--- src/rtl/muxn_reg_rr.sv ---
// Registered N-way multiplexer with valid/ready handshake.
// In fixed mode an external select picks the source. In round-robin mode the
// first valid channel at or after the rotating pointer wins. The output
// register refills only when it is empty or is being consumed.
module muxn_reg_rr #(
    parameter int WIDTH = 16,
    parameter int SEL_W = 2,
    localparam int NUM_IN = 2 ** SEL_W
) (
    input  logic                    clk,
    input  logic                    rst_n,
    input  logic [NUM_IN*WIDTH-1:0] in_data,
    input  logic [NUM_IN-1:0]       in_valid,
    output logic [NUM_IN-1:0]       in_ready,
    input  logic [SEL_W-1:0]        sel,
    input  logic                    rr_mode,
    output logic [WIDTH-1:0]        out_data,
    output logic [SEL_W-1:0]        out_src,
    output logic                    out_valid,
    input  logic                    out_ready
);

    logic [SEL_W-1:0] ptr;
    logic [SEL_W-1:0] grant_idx;
    logic             grant_act;
    logic             load;
    logic             xfer;

    // Grant selection: the external select in fixed mode, otherwise a scan
    // that starts at ptr and wraps through the channel indices.
    always_comb begin
        logic [SEL_W-1:0] cand;
        cand      = '0;
        grant_act = 1'b0;
        grant_idx = '0;
        if (!rr_mode) begin
            grant_idx = sel;
            grant_act = in_valid[sel];
        end else begin
            for (int k = 0; k < NUM_IN; k++) begin
                cand = ptr + SEL_W'(k);
                if (!grant_act && in_valid[cand]) begin
                    grant_act = 1'b1;
                    grant_idx = cand;
                end
            end
        end
    end

    // Handshake: ready goes only to the granted channel, and only when the
    // output register can take a word. Held low during reset.
    always_comb begin
        load     = !out_valid || out_ready;
        in_ready = '0;
        if (rst_n && grant_act) begin
            in_ready[grant_idx] = load;
        end
        xfer = rst_n && grant_act && load;
    end

    // Output register and round-robin pointer.
    always_ff @(posedge clk) begin
        if (!rst_n) begin
            out_data  <= '0;
            out_src   <= '0;
            out_valid <= 1'b0;
            ptr       <= '0;
        end else if (xfer) begin
            out_data  <= in_data[grant_idx*WIDTH +: WIDTH];
            out_src   <= grant_idx;
            out_valid <= 1'b1;
            if (rr_mode) begin
                ptr <= grant_idx + SEL_W'(1);
            end
        end else if (load) begin
            out_valid <= 1'b0;
        end
    end

endmodule

--- config.mk ---
export PLATFORM = sky130hd
export DESIGN_NAME = muxn_reg_rr
export DESIGN_NICKNAME = d
export VERILOG_FILES = /design/src/rtl/muxn_reg_rr.sv
export SDC_FILE = /design/constraint.sdc
export NUM_CORES = 1
export LEC_CHECK = 0
export CORE_MARGIN = 2
export CORE_UTILIZATION = 34
export CTS_CLUSTER_SIZE = 16
export DETAILED_ROUTE_END_ITERATION = 6
export PLACE_DENSITY = 0.69
export RECOVER_POWER = 100
export SYNTH_ARGS = -nofsm -noshare
export SYNTH_HDL_FRONTEND = slang
export SYNTH_SLANG_ARGS = --single-unit
--- constraint.sdc ---
create_clock -name clk -period 3.02 [get_ports clk]
set_input_delay 0.302 -clock clk [delete_from_list [all_inputs] [get_ports clk]]
set_output_delay 0.302 -clock clk [all_outputs]
set_load 0.05 [all_outputs]
-- After elaboration in Yosys (flattened, before gate mapping)
Cells that the tools add are included.
- bits of input ports: 74
- output and inout port bits: 23
- logic and storage cells: 58
- flip-flop bits (word level): 21
- magnitude comparators: 7
- shifts and indexed selects: 1
- reduce and logical (&&, ||, !) cells: 13
- bitwise operators: 1
- multiplexer cells: 28
- $add $sub $neg: 4
- operators by type and width (kind ; number):
    64-bit by 7-bit variable part select with 16-bit output ; 1
    2-bit by 3-bit less-than comparator with 1-bit output, second input constant ; 6
    1-bit 2-to-1 mux ; 16
    1-bit binary-select mux with 2-bit select ; 5
    2-bit 2-to-1 mux ; 5
    1-bit logical AND ; 6
    2-bit by 1-bit adder with 2-bit output, second input constant ; 2
    2-bit adder, second input constant ; 2
    4-bit AND ; 1
    1-bit zero test ; 4
    4-bit 2-to-1 mux ; 1
    1-bit demux with 2-bit select ; 1
    2-bit by 1-bit greater-or-equal comparator with 1-bit output, second input constant ; 1
    2-bit AND reduction ; 1
    2-bit nonzero test ; 1
    1-bit logical OR ; 1

-- Longest topological paths before layout
Gate-level depths: netlist of the first run.
- depth after elaboration: 22
- mapped depth: 7

-- Least setup slack after synthesis of the first run
No wires, ideal clock.
- kind: in2out
- from: input rr_mode
- to: output in_ready[0]
- data arrival time: 2.387 ns
- slack: 0.331 ns
- buffers on the path: 3
- cell stages on the path: 6
- path through: buf_6 or2_2 clkbuf_1 buf_1 and2_1 nor3_1
- longest elaborated chain between the ends: 7
- elaborated cells on any way between the ends: 10
- those cells by class: order compare (2); mux (5); bitwise (1); reduce/logical (2)
- RTL lines (item ; RTL line ; text):
    start: declaration ; 16 ; input logic rr_mode,
    2-bit 2-to-1 mux ; 36 ; if (!rr_mode) begin
    2-bit by 3-bit less-than comparator with 1-bit output (not written as such) or 2-bit by 1-bit greater-or-equal comparator with 1-bit output (tied branches) ; 56 ; in_ready[grant_idx] = load;
    1-bit logical AND (not written as such) ; 56 ;
    1-bit 2-to-1 mux (not written as such) ; 56 ;
    1-bit demux with 2-bit select ; 56 ;
    4-bit AND (no source line) ; n/a ;
    4-bit 2-to-1 mux (*) ; 55 ; if (rst_n && grant_act) begin
    end: declaration ; 14 ; output logic [NUM_IN-1:0] in_ready,
Every way passes the cells marked *; elsewhere a longest branch is shown, timed or not.

-- Worst setup path after layout of the first run
- from: input in_valid[1]
- to: output in_ready[0]
- longest elaborated chain between the ends: 22
- elaborated cells on any way between the ends: 37
- those cells by class: order compare (2); mux (26); bitwise (1); reduce/logical (8)
- RTL lines (item ; RTL line ; text):
    start: declaration ; 13 ; input logic [NUM_IN-1:0] in_valid,
    1-bit binary-select mux with 2-bit select ; 42 ; if (!grant_act && in_valid[cand]) begin
    1-bit 2-to-1 mux (not written as such) ; 42 ;
    1-bit 2-to-1 mux ; 42 ;
    1-bit 2-to-1 mux ; 36 ;
    1-bit zero test ; 42 ;
    1-bit logical AND ; 42 ;
    1-bit 2-to-1 mux ; 42 ;
    1-bit 2-to-1 mux ; 36 ;
    [6 not listed] ; n/a ;
    2-bit 2-to-1 mux ; 42 ;
    2-bit 2-to-1 mux ; 36 ;
    2-bit by 3-bit less-than comparator with 1-bit output (not written as such) or 2-bit by 1-bit greater-or-equal comparator with 1-bit output (tied branches) ; 56 ;
    1-bit logical AND (not written as such) ; 56 ;
    1-bit 2-to-1 mux (not written as such) ; 56 ;
    1-bit demux with 2-bit select ; 56 ;
    4-bit AND (no source line) ; n/a ;
    4-bit 2-to-1 mux (*) ; 55 ;
Every way passes the cells marked *; elsewhere a longest branch is shown, timed or not. The select of a mux whose other input is x is not followed.

==> key figures, run 1 <==
Logic synthesis
  – Post-synth top cells: nand3_1 (34), dfxtp_1 (21), and4_1 (16), o31ai_1 (15), o21ai_0 (12)
  – Post-synthesis cell type count: 42
  – Register area share after synthesis: 0.232
  – Syn Area/Cell: roughly 8.7 sq um
  – Ys flop type: dfxtp_1
  – Number of synthesized flops with an enable pin: 0
  – Yosys top cell by area: dfxtp_1
  – YS warnings: 0
  – Cell with the most instances after synthesis: nand3_1
  – Cell count after synthesis: 207
  – Net count of the mapped netlist: 281
  – Yosys top cell area share: 0.232
  – Flops & latches, synth: 21
  – Synth area leaders: dfxtp_1 (23%), nand3_1 (9.4%), and4_1 (7.7%)
  – Synth async-reset ratio: 0
  – Netlist Area Pre-Place: 0.00181 sq mm

Power
  – Sw Share: 0.399
  – Clock power share: 0.178
  – Pwr Total: 1.07 mW
  – Internal Dissipation: approximately 640 uW
  – Sw power: ~430 uW
  – Reg power frac: 0.314
  – Worst vdd ir: between 0.00015 and 0.0002 V
  – Pwr per Cell Area: 386 mW/mm^2
  – Comb power frac: 0.509
  – Pleak: 1.02 nW

Routing
  – DR vias/cell: 5.51
  – Initial DRT Pass Iterations: 4
  – ANT nets after route: 0
  – Vias: 2,001
  – DR DRC count: 0
  – Wire length per cell: 15.5 microns
  – Post-Route WL: around 5.6 mm
  – Initial drt markers: 118

Floorplan
  – Horiz. Die Dim: roughly 77 microns
  – Io pins: 97
  – Die H: 76.9 microns
  – Site row count: 26
  – Initial Utilization: 0.354
  – DIE AREA: ~0.0059 sq mm
  – Placeable Area: 0.00511 sq mm

Timing
  – Hold_ws: around 0.46 ns
  – RSZ-0062 raised after global routing: no
  – Skew final: approximately 0.0011 ns
  – Least-Margin Pin Slew: 0.689 ns
  – Setup TNS: 0 ns
  – Slew margin rel.: 0.541
  – Final Slew Violations: 0
  – Fin crit share: 0.922
  – Min Tclk post-route: 2.78 ns
  – Final setup fails: 0
  – Fmax: approximately 360 MHz
  – Fin. Hold Viols: 0

Clock network
  – CTS tree: yes
  – Worst-Skew Late Latency: 0.26 ns
  – Clk root buf: clkbuf_8
  – CTS Sinks: 21
  – Longest Clk Path Bufs: 2
  – CTS Buf Count: 3
  – Clock-pin transition on the worst setup and hold timing paths: ~0.08 ns
  – Post-cts resize count: 0
  – Hold_buf cts: 0
  – H-Tree Depth: 1
  – Post-CTS Setup Bufs: 0

Critical path
  – CP Max Fanout: 22
  – CP endpoint kind: output pin
  – Crit path DAT: 2.48 ns
  – Startpoint Class: input pin
  – Worst EP required: 2.72 ns
  – Critical path class: in -> out

Layout
  – Area grow syn2layout: 52.6%
  – Layout Nets: 368
  – Ant diodes: 0
  – Fraction of layout cells with a size suffix above 1: 0.0922
  – Finished Layout Cells: 363
  – Final Util: 0.540

Hold path
  – Hold Crit Class: reg -> reg

Placement
  – Dpl cells: 359
  – Routability cong.: 0.760
  – Detail Placement HPWL: around 4.2 mm
  – I/O Buffers: 96

Global route
  – Grt ovf: 0
  – Largest net degree at the start of global routing: 35
  – Gr usage total: 0.187
  – Global-route wire length before repair: 9.09 mm
  – Antenna violations before repair: 0
  – Vias in the first global route: about 1,900

Run
  – Max-cap viol count: 0

Run status
  – Status: finished, final reports clean
==> through the flow <==
step | area, sq um | worst slack [ns]
floorplan | 1810 | 0.331
global placement | 2780 | 0.368
detailed placement | 2780 | 0.317
CTS | 2830 | 0.318
global route | 2760 | 0.120
finish | 2760 | 0.236
==> state kept, by name (all words and copies together) (netlist names) <==
| register | cells |
|---|---|
| ptr | 2 |
| out_data | 16 |
| out_src | 2 |
| out_valid | 1 |
==> layout by cell type, fill, tap and decap left out, types with 2 or more instances in the layout <==
cell and n:
clkbuf_8 3, dfxtp_1 21, a21boi_0 9, clkbuf_1 4, nand3_1 34, nand2_1 6
buf_12 2, a21boi_1 10, buf_4 7, o21ai_0 12, nor2_1 4, nor2b_1 2
nand2b_1 5, mux2i_1 3, o31ai_1 15, a221oi_1 15, and4_1 16, a21o_1 2
clkdlybuf4s50_1 72, o21ai_1 6, nor3_1 4, dlygate4sd3_1 20
==> kinds of logic (layout without fill, tap and decap cells) <==
logic type,Yosys count,in the layout,synth area share
AO/OA/AOI/OAI,76,76,0.342
buffers and inverters,24,110,0.103
flip-flops,21,21,0.232
multiplexers,5,5,0.0373
AND/OR/NAND/NOR,81,81,0.285
==> critical path, stage by stage <==
cell	delay, ns
dlygate4sd3_1	0.64
nand2b_1	0.20
o221ai_2	0.24
nand4_4	0.30
and2_0	0.26
nor3_1	0.35
buf_12	0.19
==> power groups by stage <==
stage          Clock [mW]  Sequential, mW  Combinational [mW]
6_report            0.190           0.335               0.543
5_1_grt             0.204           0.340               0.581
4_1_cts             0.195           0.336               0.573
3_5_place_dp            0           0.343               0.571
3_3_place_gp            0           0.341               0.568
2_1_floorplan           0           0.466               0.235
==> per-layer routing <==
metal / vias up / global-route usage / wire, microns / part of all wire
li1: 989 / - / - / -
met1: 932 / 0.251 / 2620 / 0.47
met2: 76 / 0.310 / 2590 / 0.46
met3: 4 / 0.0294 / 355 / 0.063
met4: 0 / 0.0491 / 47 / 0.0084
met5: - / 0 / 0 / 0
==> final timing paths <==
path	slack [ns]	startpoint	endpoint	cells after the start
setup / recovery	0.24	in_valid[1]	in_ready[0]	7
hold / removal	0.46	out_data[4]	out_data[4]	2
setup reg to reg	0.73	ptr[1]	out_data[10]	6
hold reg to reg	0.46	out_data[4]	out_data[4]	2
==> final cells by class <==
cell class                      instances  area [sq um]
Fill cell                             492          2350
Multi-Input combinational cell        162          1170
Timing Repair Buffer                  105          1030
Sequential cell                        21           420
Tap cell                               70          87.6
Clock buffer                            4          45.0
Inverter                                1          3.75
(Power assumes the default switching activity.)
==> run 2, diff against run 1 <==
- clock period: 3.02 -> 3.1 ns (I/O delays scaled with it)
==> run 2 against run 1 <==
  * Critical path depth stayed put
  * Flip-flop and latch count unchanged
  * Non-clock buffer count fell by 1
  * Cell count is 0.28% lower
==> key figures, run 2 (synthesis gave the netlist of run 1 again) <==
Placement
  – Routability cong.: slightly below 0.8
  – Detail Placement HPWL: 4.28 mm
  – Dpl cells: 358
  – DP Worst Slack: 0.352 ns
  – I/O Buffers: 96

Layout
  – Register with the most flip-flops: out_data
  – Biggest regs: out_data (16), out_src (2), ptr (2)
  – Finished Layout Cells: 362
  – Ant diodes: 0
  – Most common cell after layout, fill and taps aside: clkdlybuf4s50_1
  – Fraction of layout cells with a size suffix above 1: 0.0856
  – Max reg flops: 16
  – Area grow syn2layout: 51.8%
  – Layout Nets: 367
  – Final Util: 0.538
  – Most frequent cells in the layout: clkdlybuf4s50_1 (72), nand3_1 (34), dfxtp_1 (21)

Critical path
  – Startpoint Class: input pin
  – CP endpoint kind: output pin
  – Worst Reg-to-Reg Cells: 6
  – Critical path class: in -> out
  – Crit path from: in_valid[1]
  – Reg2reg start: ptr[1]
  – CP Capture Point: in_ready[3]
  – Reg2reg end: out_data[10]
  – Worst R2R Setup Slack: 0.79 ns
  – Worst EP required: 2.79 ns
  – Crit path DAT: between 2 and 3 ns
  – CP Max Fanout: 23

Timing
  – Min Tclk post-route: roughly 2.8 ns
  – Fmax: about 350 MHz
  – Fin crit share: 0.909
  – Setup TNS: 0 ns
  – Final Slew Violations: 0
  – Fin. Hold Viols: 0
  – Post-route setup slack: between 0.2 and 0.3 ns
  – Slew margin rel.: 0.568
  – RSZ-0062 raised after global routing: no
  – Least-Margin Pin Slew: roughly 0.65 ns
  – Skew final: 0.00127 ns
  – Final setup fails: 0

Routing
  – Wire length per cell: 15.8 microns
  – ANT nets after route: 0
  – Initial DRT Pass Iterations: 4
  – Vias: 1,977
  – DR DRC count: 0
  – Post-Route WL: 5.72 mm
  – Initial drt markers: 125
  – DR vias/cell: 5.46

Global route
  – Largest net degree at the start of global routing: 33
  – Gr usage total: 0.192
  – Vias in the first global route: 1,923
  – Antenna violations before repair: 0
  – Grt ovf: 0
  – Global-route wire length before repair: approximately 9.4 mm

Clock network
  – Longest Clk Path Bufs: 2
  – Clk root buf: clkbuf_8
  – CTS tree: yes
  – CTS Sinks: 21
  – Post-cts resize count: 0
  – Post-CTS Setup Bufs: 0
  – Hold_buf cts: 0
  – H-Tree Depth: 1
  – Worst-Skew Late Latency: approximately 0.26 ns
  – CTS Buf Count: 3
  – Clock-pin transition on the worst setup and hold timing paths: approximately 0.080 ns

Power
  – Worst vdd ir: between 0.00015 and 0.0002 V
  – Pwr per Cell Area: 378 mW/mm^2
  – Pleak: roughly 1 nW

Floorplan
  – Io pins: 97
  – Initial Utilization: 0.354
  – DIE AREA: 0.00592 sq mm
  – Die H: 76.9 microns
  – Site row count: 26
  – Horiz. Die Dim: 76.9 microns
  – Placeable Area: 0.00511 sq mm

Run status
  – Status: finished, final reports clean

Run
  – Max-cap viol count: 0

Hold path
  – Hold Crit Class: reg -> reg
  – Hold depth: 2
run 2: cell count changes in the layout (fill, tap and decap cells not counted):
cell,before,now
a221oi_1,15,16
a221oi_2,1,0
buf_4,7,6
run 2: per-layer routing:
layer,vias to the layer above,share of wire,global-route usage
met1,893,0.47,0.273
met4,0,0.012,0.0527
met2,92,0.45,0.302
met5,-,0,0
li1,986,-,-
met3,6,0.071,0.0271
run 2: layout make-up:
| class | count | area [sq um] |
|---|---|---|
| clock buffer | 4 | 45.0 |
| fill | 507 | 2360 |
| inverter | 1 | 3.75 |
| multi-input combinational | 162 | 1170 |
| sequential | 21 | 420 |
| tap | 70 | 87.6 |
| timing repair buffer | 104 | 1020 |
run 2: report_power, final:
group | leakage [nW] | total, mW | internal [mW] | switching, mW
Clock | 0.0228 | 0.185 | 0.0917 | 0.0929
Sequential | 0.174 | 0.326 | 0.307 | 0.0194
Combinational | 0.814 | 0.527 | 0.224 | 0.303
Total | 1.01 | 1.04 | 0.622 | 0.415
run 2: how the worst min path moves through the flow:
stage	slack (ns)	endpoint	from
6_report	0.46	out_data[9]	out_data[9]
5_1_grt	0.49	out_data[8]	out_data[8]
4_1_cts	0.47	out_data[4]	out_data[4]
3_5_place_dp	0.46	out_data[4]	out_data[4]
3_3_place_gp	0.45	out_src[0]	out_src[0]
2_1_floorplan	0.45	ptr[1]	rst_n
run 2: stage by stage:
| step | cell area [sq um] | power, mW | hold slack (ns) |
|---|---|---|---|
| 6_report | 2750 | 1.04 | 0.463 |
| 5_1_grt | 2750 | 1.09 | 0.492 |
| 4_1_cts | 2820 | 1.07 | 0.470 |
| 3_5_place_dp | 2780 | 0.890 | 0.458 |
| 3_3_place_gp | 2780 | 0.886 | 0.451 |
| 2_1_floorplan | 1810 | 0.683 | 0.448 |
run 2: worst max-delay path, stage by stage:
cell	delay [ns]
dlygate4sd3_1	0.67
a21boi_0	0.28
o221ai_2	0.16
nand4_4	0.26
nand2_1	0.11
nor3_1	0.22
clkbuf_1	0.49
